--- src/rtl/peripheral_ahb3_pkg.sv ---
// AHB3-Lite encodings and the APB4-slave to AHB3-master bridge state type.
// Shared by the bridge top and its strobe decoder.
package peripheral_ahb3_pkg;

    localparam logic [1:0] HTRANS_IDLE   = 2'b00;
    localparam logic [1:0] HTRANS_BUSY   = 2'b01;
    localparam logic [1:0] HTRANS_NONSEQ = 2'b10;
    localparam logic [1:0] HTRANS_SEQ    = 2'b11;

    localparam logic [2:0] HSIZE_BYTE  = 3'b000;
    localparam logic [2:0] HSIZE_HWORD = 3'b001;
    localparam logic [2:0] HSIZE_WORD  = 3'b010;

    localparam logic [2:0] HBURST_SINGLE = 3'b000;

    localparam logic HRESP_OKAY  = 1'b0;
    localparam logic HRESP_ERROR = 1'b1;

    localparam logic [3:0] HPROT_OPCODE     = 4'b0000;
    localparam logic [3:0] HPROT_DATA       = 4'b0001;
    localparam logic [3:0] HPROT_PRIVILEGED = 4'b0010;
    localparam logic [3:0] HPROT_BUFFERABLE = 4'b0100;
    localparam logic [3:0] HPROT_CACHEABLE  = 4'b1000;

    typedef enum logic [1:0] {
        ST_IDLE = 2'b00,
        ST_ADDR = 2'b01,
        ST_DATA = 2'b10,
        ST_ACK  = 2'b11
    } bridge_state_t;

endpackage

--- src/rtl/peripheral_apb4_pstrb_decode.sv ---
// Maps an APB4 write strobe onto an AHB transfer size and byte offset.
// Combinational; reads always decode as an aligned word.
module peripheral_apb4_pstrb_decode
    import peripheral_ahb3_pkg::*;
(
    input  logic [3:0] pstrb,
    input  logic       pwrite,
    output logic [2:0] hsize,
    output logic [1:0] offset,
    output logic       illegal
);

    always_comb begin
        hsize   = HSIZE_WORD;
        offset  = 2'd0;
        illegal = 1'b0;
        if (pwrite) begin
            case (pstrb)
                4'b1111: hsize = HSIZE_WORD;
                4'b0011: hsize = HSIZE_HWORD;
                4'b1100: begin hsize = HSIZE_HWORD; offset = 2'd2; end
                4'b0001: hsize = HSIZE_BYTE;
                4'b0010: begin hsize = HSIZE_BYTE; offset = 2'd1; end
                4'b0100: begin hsize = HSIZE_BYTE; offset = 2'd2; end
                4'b1000: begin hsize = HSIZE_BYTE; offset = 2'd3; end
                // includes the empty strobe; the top tells the two apart
                default: illegal = 1'b1;
            endcase
        end
    end

endmodule

--- src/rtl/peripheral_apb4slv2ahb3mst.sv ---
// Reissues each APB4 access as one single AHB3-Lite transfer in the same clock domain.
// Two APB wait states minimum; PREADY is held low until the AHB data phase completes.
module peripheral_apb4slv2ahb3mst
    import peripheral_ahb3_pkg::*;
#(
    parameter int                    HADDR_SIZE = 32,
    parameter int                    HDATA_SIZE = 32,
    parameter int                    PADDR_SIZE = 16,
    parameter int                    PDATA_SIZE = 32,
    parameter logic [HADDR_SIZE-1:0] HADDR_BASE = '0
) (
    input  logic                    HCLK,
    input  logic                    HRESET,

    input  logic                    PSEL,
    input  logic                    PENABLE,
    input  logic                    PWRITE,
    input  logic [PADDR_SIZE-1:0]   PADDR,
    input  logic [PDATA_SIZE-1:0]   PWDATA,
    input  logic [PDATA_SIZE/8-1:0] PSTRB,
    input  logic [2:0]              PPROT,
    output logic [PDATA_SIZE-1:0]   PRDATA,
    output logic                    PREADY,
    output logic                    PSLVERR,

    output logic [HADDR_SIZE-1:0]   HADDR,
    output logic [HDATA_SIZE-1:0]   HWDATA,
    output logic                    HWRITE,
    output logic [2:0]              HSIZE,
    output logic [2:0]              HBURST,
    output logic [3:0]              HPROT,
    output logic [1:0]              HTRANS,
    output logic                    HMASTLOCK,
    input  logic [HDATA_SIZE-1:0]   HRDATA,
    input  logic                    HREADY,
    input  logic                    HRESP
);

    bridge_state_t state, state_d;

    logic [PDATA_SIZE-1:0] wdata_q, wdata_d;
    logic [PDATA_SIZE-1:0] prdata_d;
    logic                  pready_d, pslverr_d;
    logic [HADDR_SIZE-1:0] haddr_d;
    logic [HDATA_SIZE-1:0] hwdata_d;
    logic                  hwrite_d;
    logic [2:0]            hsize_d;
    logic [3:0]            hprot_d;
    logic [1:0]            htrans_d;

    logic [2:0] dec_hsize;
    logic [1:0] dec_offset;
    logic       dec_illegal;

    // PPROT[1] has no AHB3 counterpart and the low PADDR bits come from the strobe decode
    logic unused_apb;
    assign unused_apb = ^{PPROT[1], PADDR[1:0]};

    assign HBURST    = HBURST_SINGLE;
    assign HMASTLOCK = 1'b0;

    peripheral_apb4_pstrb_decode u_pstrb_decode (
        .pstrb   (PSTRB),
        .pwrite  (PWRITE),
        .hsize   (dec_hsize),
        .offset  (dec_offset),
        .illegal (dec_illegal)
    );

    always_comb begin
        state_d   = state;
        wdata_d   = wdata_q;
        prdata_d  = PRDATA;
        pready_d  = 1'b0;
        pslverr_d = 1'b0;
        haddr_d   = HADDR;
        hwdata_d  = HWDATA;
        hwrite_d  = HWRITE;
        hsize_d   = HSIZE;
        hprot_d   = HPROT;
        htrans_d  = HTRANS;

        case (state)
            ST_IDLE: begin
                if (PSEL && !PENABLE) begin
                    wdata_d  = PWDATA;
                    hwrite_d = PWRITE;
                    hsize_d  = dec_hsize;
                    haddr_d  = HADDR_BASE | HADDR_SIZE'({PADDR[PADDR_SIZE-1:2], dec_offset});
                    hprot_d  = {2'b00, PPROT[0], ~PPROT[2]};
                    if (dec_illegal) begin
                        // an empty strobe is a harmless no-op, any other bad pattern is an error
                        state_d   = ST_ACK;
                        pready_d  = 1'b1;
                        pslverr_d = |PSTRB;
                    end else begin
                        state_d  = ST_ADDR;
                        htrans_d = HTRANS_NONSEQ;
                    end
                end
            end

            ST_ADDR: begin
                if (HREADY) begin
                    state_d  = ST_DATA;
                    htrans_d = HTRANS_IDLE;
                    hwdata_d = wdata_q;
                end
            end

            ST_DATA: begin
                if (HREADY) begin
                    state_d  = ST_ACK;
                    pready_d = 1'b1;
                    if (HRESP == HRESP_ERROR) begin
                        pslverr_d = 1'b1;
                        prdata_d  = '0;
                    end else if (!HWRITE) begin
                        prdata_d = HRDATA;
                    end
                end
            end

            ST_ACK: begin
                state_d = ST_IDLE;
            end

            default: begin
                state_d  = ST_IDLE;
                htrans_d = HTRANS_IDLE;
            end
        endcase
    end

    always_ff @(posedge HCLK) begin
        if (HRESET) begin
            state   <= ST_IDLE;
            wdata_q <= '0;
            PRDATA  <= '0;
            PREADY  <= 1'b0;
            PSLVERR <= 1'b0;
            HADDR   <= '0;
            HWDATA  <= '0;
            HWRITE  <= 1'b0;
            HSIZE   <= HSIZE_WORD;
            HPROT   <= HPROT_DATA | HPROT_PRIVILEGED;
            HTRANS  <= HTRANS_IDLE;
        end else begin
            state   <= state_d;
            wdata_q <= wdata_d;
            PRDATA  <= prdata_d;
            PREADY  <= pready_d;
            PSLVERR <= pslverr_d;
            HADDR   <= haddr_d;
            HWDATA  <= hwdata_d;
            HWRITE  <= hwrite_d;
            HSIZE   <= hsize_d;
            HPROT   <= hprot_d;
            HTRANS  <= htrans_d;
        end
    end

endmodule

--- config.mk ---
export PLATFORM = sky130hd
export DESIGN_NAME = peripheral_apb4slv2ahb3mst
export DESIGN_NICKNAME = d
export VERILOG_FILES = /design/src/rtl/peripheral_ahb3_pkg.sv /design/src/rtl/peripheral_apb4_pstrb_decode.sv /design/src/rtl/peripheral_apb4slv2ahb3mst.sv
export SDC_FILE = /design/constraint.sdc
export NUM_CORES = 1
export LEC_CHECK = 0
export BUFFER_PORTS_ARGS = -buffer_cell sky130_fd_sc_hd__buf_2
export CELL_PAD_IN_SITES_DETAIL_PLACEMENT = 0
export CELL_PAD_IN_SITES_GLOBAL_PLACEMENT = 2
export CORE_ASPECT_RATIO = 1.1
export CORE_MARGIN = 2
export CORE_UTILIZATION = 28
export DETAILED_ROUTE_END_ITERATION = 7
export GPL_ROUTABILITY_DRIVEN = 0
export GPL_TIMING_DRIVEN = 0
export PLACE_DENSITY_LB_ADDON = 0.1
export SLEW_MARGIN = 20
export SYNTH_ARGS = -nofsm -noshare
export SYNTH_HDL_FRONTEND = slang
export SYNTH_HIERARCHICAL = 1
export SYNTH_SLANG_ARGS = --single-unit
--- constraint.sdc ---
create_clock -name HCLK -period 2.7 [get_ports HCLK]
set_clock_uncertainty 0.05 [all_clocks]
set_input_delay 0.405 -clock HCLK [delete_from_list [all_inputs] [get_ports HCLK]]
set_output_delay 0.405 -clock HCLK [all_outputs]
set_load 0.01 [all_outputs]
==> impl_metrics.py <==
metrics = {
    "run_status": {
        "status": "completed",
    },
    "global_routing": {
        "grt_pass1_vias": 4381,
        "grt_max_degree": 17,
        "grt_use_total_pct": 15.8,
        "grt_pass1_wl_mm": 22.5,
        "grt_overflow": 0,
        "grt_antenna_before_repair": 0,
    },
    "yosys": {
        "netlist_top_cells_count": "nand2_1 (205), dfxtp_1 (123), a21oi_1 (81)",
        "synthDistinctLibCells": 39,
        "synth_mux_area_share_pct": 0.433,
        "ys_seq_elements": 123,
        "ys_seq_area_share_pct": 50.2,
        "yosysMostFrequentCell": "nand2_1",
        "synthTopCellsByArea": "dfxtp_1 (50%), nand2_1 (16%), a21oi_1 (8.3%), a21oi_2 (6.8%), buf_4 (3.8%)",
        "synth-simple-area-share_pct": 19.0,
        "synth_top_family_by_area": "compound AO/OA/AOI/OAI gates",
        "async_reset_ff_share_pct": 0,
        "synthAdderAreaFrac_pct": 0.765,
        "synth_compound_area_share_pct": 19.8,
        "synth.avg_cell_area_um2": 8.27,
        "synth_xor_area_share_pct": 0.178,
        "syn_area_mm2": 0.00491,
        "ys.flop_type": "dfxtp_1",
        "yosysWarnings": 6,
        "synth_cells": 594,
        "synth_top_cell_area_share_pct": 50.2,
        "synth.largest_area_cell": "dfxtp_1",
        "synth_edf_count": 0,
    },
    "route": {
        "drt-total-wl_mm": 14.4,
        "vias": 4511,
        "ant_nets": 0,
        "viasPerCell": 4.26,
        "drc": 0,
        "dr.pass1.iters": 6,
        "drtIter0Drc": 198,
        "wl_per_cell_um": 13.6,
    },
    "layout": {
        "area_growth_pct": 38.1,
        "antenna_cells": 0,
        "fillCellCount": 1851,
        "drive_gt1_share_pct": 36.9,
        "final_cells": 1060,
        "layout.nets": 910,
    },
    "power_and_ir_drop": {
        "power.internal_mw": 3.76,
        "leakagePower_nw": 2.90,
        "p_per_area_mw_per_mm2": 776,
        "p_switching_mw": 1.50,
        "vdd_drop_max_v": 0.000418,
        "p_comb_share_pct": 18.0,
        "seqPwrFrac_pct": 38.2,
        "clock_power_share_pct": 43.8,
        "switching_share_pct": 28.5,
    },
    "setup_path": {
        "r2r_slack_ns": 1.0,
        "r2r-end": "HWDATA[29]",
        "worstSetupPathType": "reg2reg",
        "cp_max_fo": 10,
        "reg2reg_depth": 6,
        "arrival_ns": 1.98,
        "worstPathCellList": "inv_1 -> ha_1 -> nand2_1 -> clkbuf_1 -> nand2_1 -> a21oi_1",
        "cp_slowest_stage_delay_ns": 0.45,
        "crit_slowest_cell": "clkbuf_1",
        "start_kind": "flop",
        "r2r_start": "state[1]",
        "crit_required_ns": 2.98,
        "end_kind": "flop",
        "crit_top_cell": "nand2_1",
    },
    "placement": {
        "dp_hpwl_mm": 10.6,
        "dp_slack_ns": 0.680,
        "post-place-cells": 1028,
        "numPortBuffers": 178,
    },
    "clock_network": {
        "insertion_delay_ns": 0.41,
        "cts_buffers": 17,
        "cts_tree": "built",
        "numClockSinks": 123,
        "htreeDepth": 4,
        "path_clk_slew_ns": 0.05,
        "cts_resized": 0,
        "cts_buffer_depth": 2,
        "cts_root_buf": "clkbuf_16",
        "cts_hold_buf": 0,
        "cts_setup_buffers": 0,
    },
    "run": {
        "maxCapViolCount": 0,
    },
    "min_path": {
        "holdPathStages": 3,
        "hold_class": "in2reg",
        "holdCritStartpoint": "PPROT[0]",
        "hold_end": "HPROT[1]",
    },
    "timing": {
        "fin_crit_ns": 1.70,
        "finalHoldViolations": 0,
        "finalSetupViolCount": 0,
        "max_slew.worst_pin.slew_ns": 0.593,
        "final.setup.tns_ns": 0,
        "layout_setup_ws_ns": 0.996,
        "maxSlewViolCount": 0,
        "fin_crit_sh_pct": 63.1,
        "rsz0062_at_grt": "false",
        "relSlewSlack_pct": 60.4,
        "timing.fmax_mhz": 587,
    },
    "floorplan": {
        "die-area_mm2": 0.0186,
        "die_h_um": 143,
        "die_w_um": 130,
        "row_count": 50,
        "pin_count": 206,
        "coreArea_mm2": 0.0171,
        "start_util_pct": 28.7,
    },
}
-- metrics by stage --
step / area [µm²] / total power [mW] / hold WS, ns / utilization, %
floorplan: 4990 / 2.67 / 0.382 / -
global placement: 6180 / 2.99 / 0.389 / 36.2
detailed placement: 6180 / 3.01 / 0.394 / 36.2
CTS: 6780 / 5.35 / 0.145 / 39.7
global route: 6780 / 5.55 / 0.153 / 39.7
finish: 6780 / 5.26 / 0.163 / 39.7
-- how the worst max path moves through the flow --
stage	start	endpoint
after global routing	state[1]	HWDATA[2]
after floorplan	PSTRB[3]	HTRANS[1]
after global placement	PSTRB[3]	HTRANS[1]
after detailed placement	PSTRB[3]	HTRANS[1]
after CTS	state[1]	HWDATA[29]
final	state[1]	HWDATA[29]
-- flip-flops by register name (all words and copies together) (netlist names) --
register / flops
HADDR: 16
HTRANS: 1
HWDATA: 32
PSLVERR: 1
HWRITE: 1
HPROT: 2
state: 2
PREADY: 1
HSIZE: 3
PRDATA: 32
wdata_q: 32
-- cells by family (layout without fill, tap and decap cells) --
| kind of cell | after synthesis | count (layout) |
|---|---|---|
| compound gates | 160 | 160 |
| xor+xnor | 1 | 1 |
| fa+ha+maj | 3 | 3 |
| buf+inv | 72 | 282 |
| flops | 123 | 123 |
| mux | 2 | 2 |
| other cells | 2 | 24 |
| simple gates | 231 | 231 |
-- power by group through the flow --
stage | clock network [mW] | registers (mW) | logic (mW)
global route | 2.46 | 2.02 | 1.07
global placement | 0 | 2.04 | 0.945
CTS | 2.37 | 2.01 | 0.964
finish | 2.30 | 2.01 | 0.945
floorplan | 0 | 2.07 | 0.596
detailed placement | 0 | 2.05 | 0.960
-- layout make-up --
class / instances / area (µm²) / share of cell area [%]
Tap cell: 234 / 293 / 4.32
Sequential cell: 123 / 2460 / 36.3
Inverter: 4 / 15.0 / 0.221
Multi-Input combinational cell: 421 / 2060 / 30.4
Timing Repair Buffer: 178 / 891 / 13.1
Buffer: 68 / 453 / 6.68
Clock inverter: 14 / 174 / 2.57
Clock buffer: 18 / 429 / 6.33
-- critical path, delay by kind of cell (launching register included) --
kind                       cells  cell delay, ns
buffers and inverters          2            0.53
AOI/OAI and AO/OA              1            0.16
adders and majority gates      1            0.23
and+or+nand+nor                2            0.34
DFF                            1            0.33
-- placed cells by master, fill, tap and decap left out, drive strengths merged, types with 3 or more instances in the layout --
master,synthesis,layout
a21oi,119,119
buf,52,230
bufinv,0,3
clkbuf,16,34
clkinv,0,7
clkinvlp,0,4
conb,2,24
dfxtp,123,123
ha,3,3
inv,4,4
nand2,205,205
nand3,3,3
nand3b,3,3
nor2,7,7
o21ai,35,35
-- routing by layer --
layer | global-route usage, % | routed length, µm | vias to the layer above
met2 | 25.4 | 6950 | 118
met1 | 19.7 | 6340 | 2047
met3 | 5.77 | 1040 | 7
li1 | - | - | 2339
met5 | 0 | 0 | -
met4 | 4.92 | 101 | 0
Power figures use the tool's default switching activity.
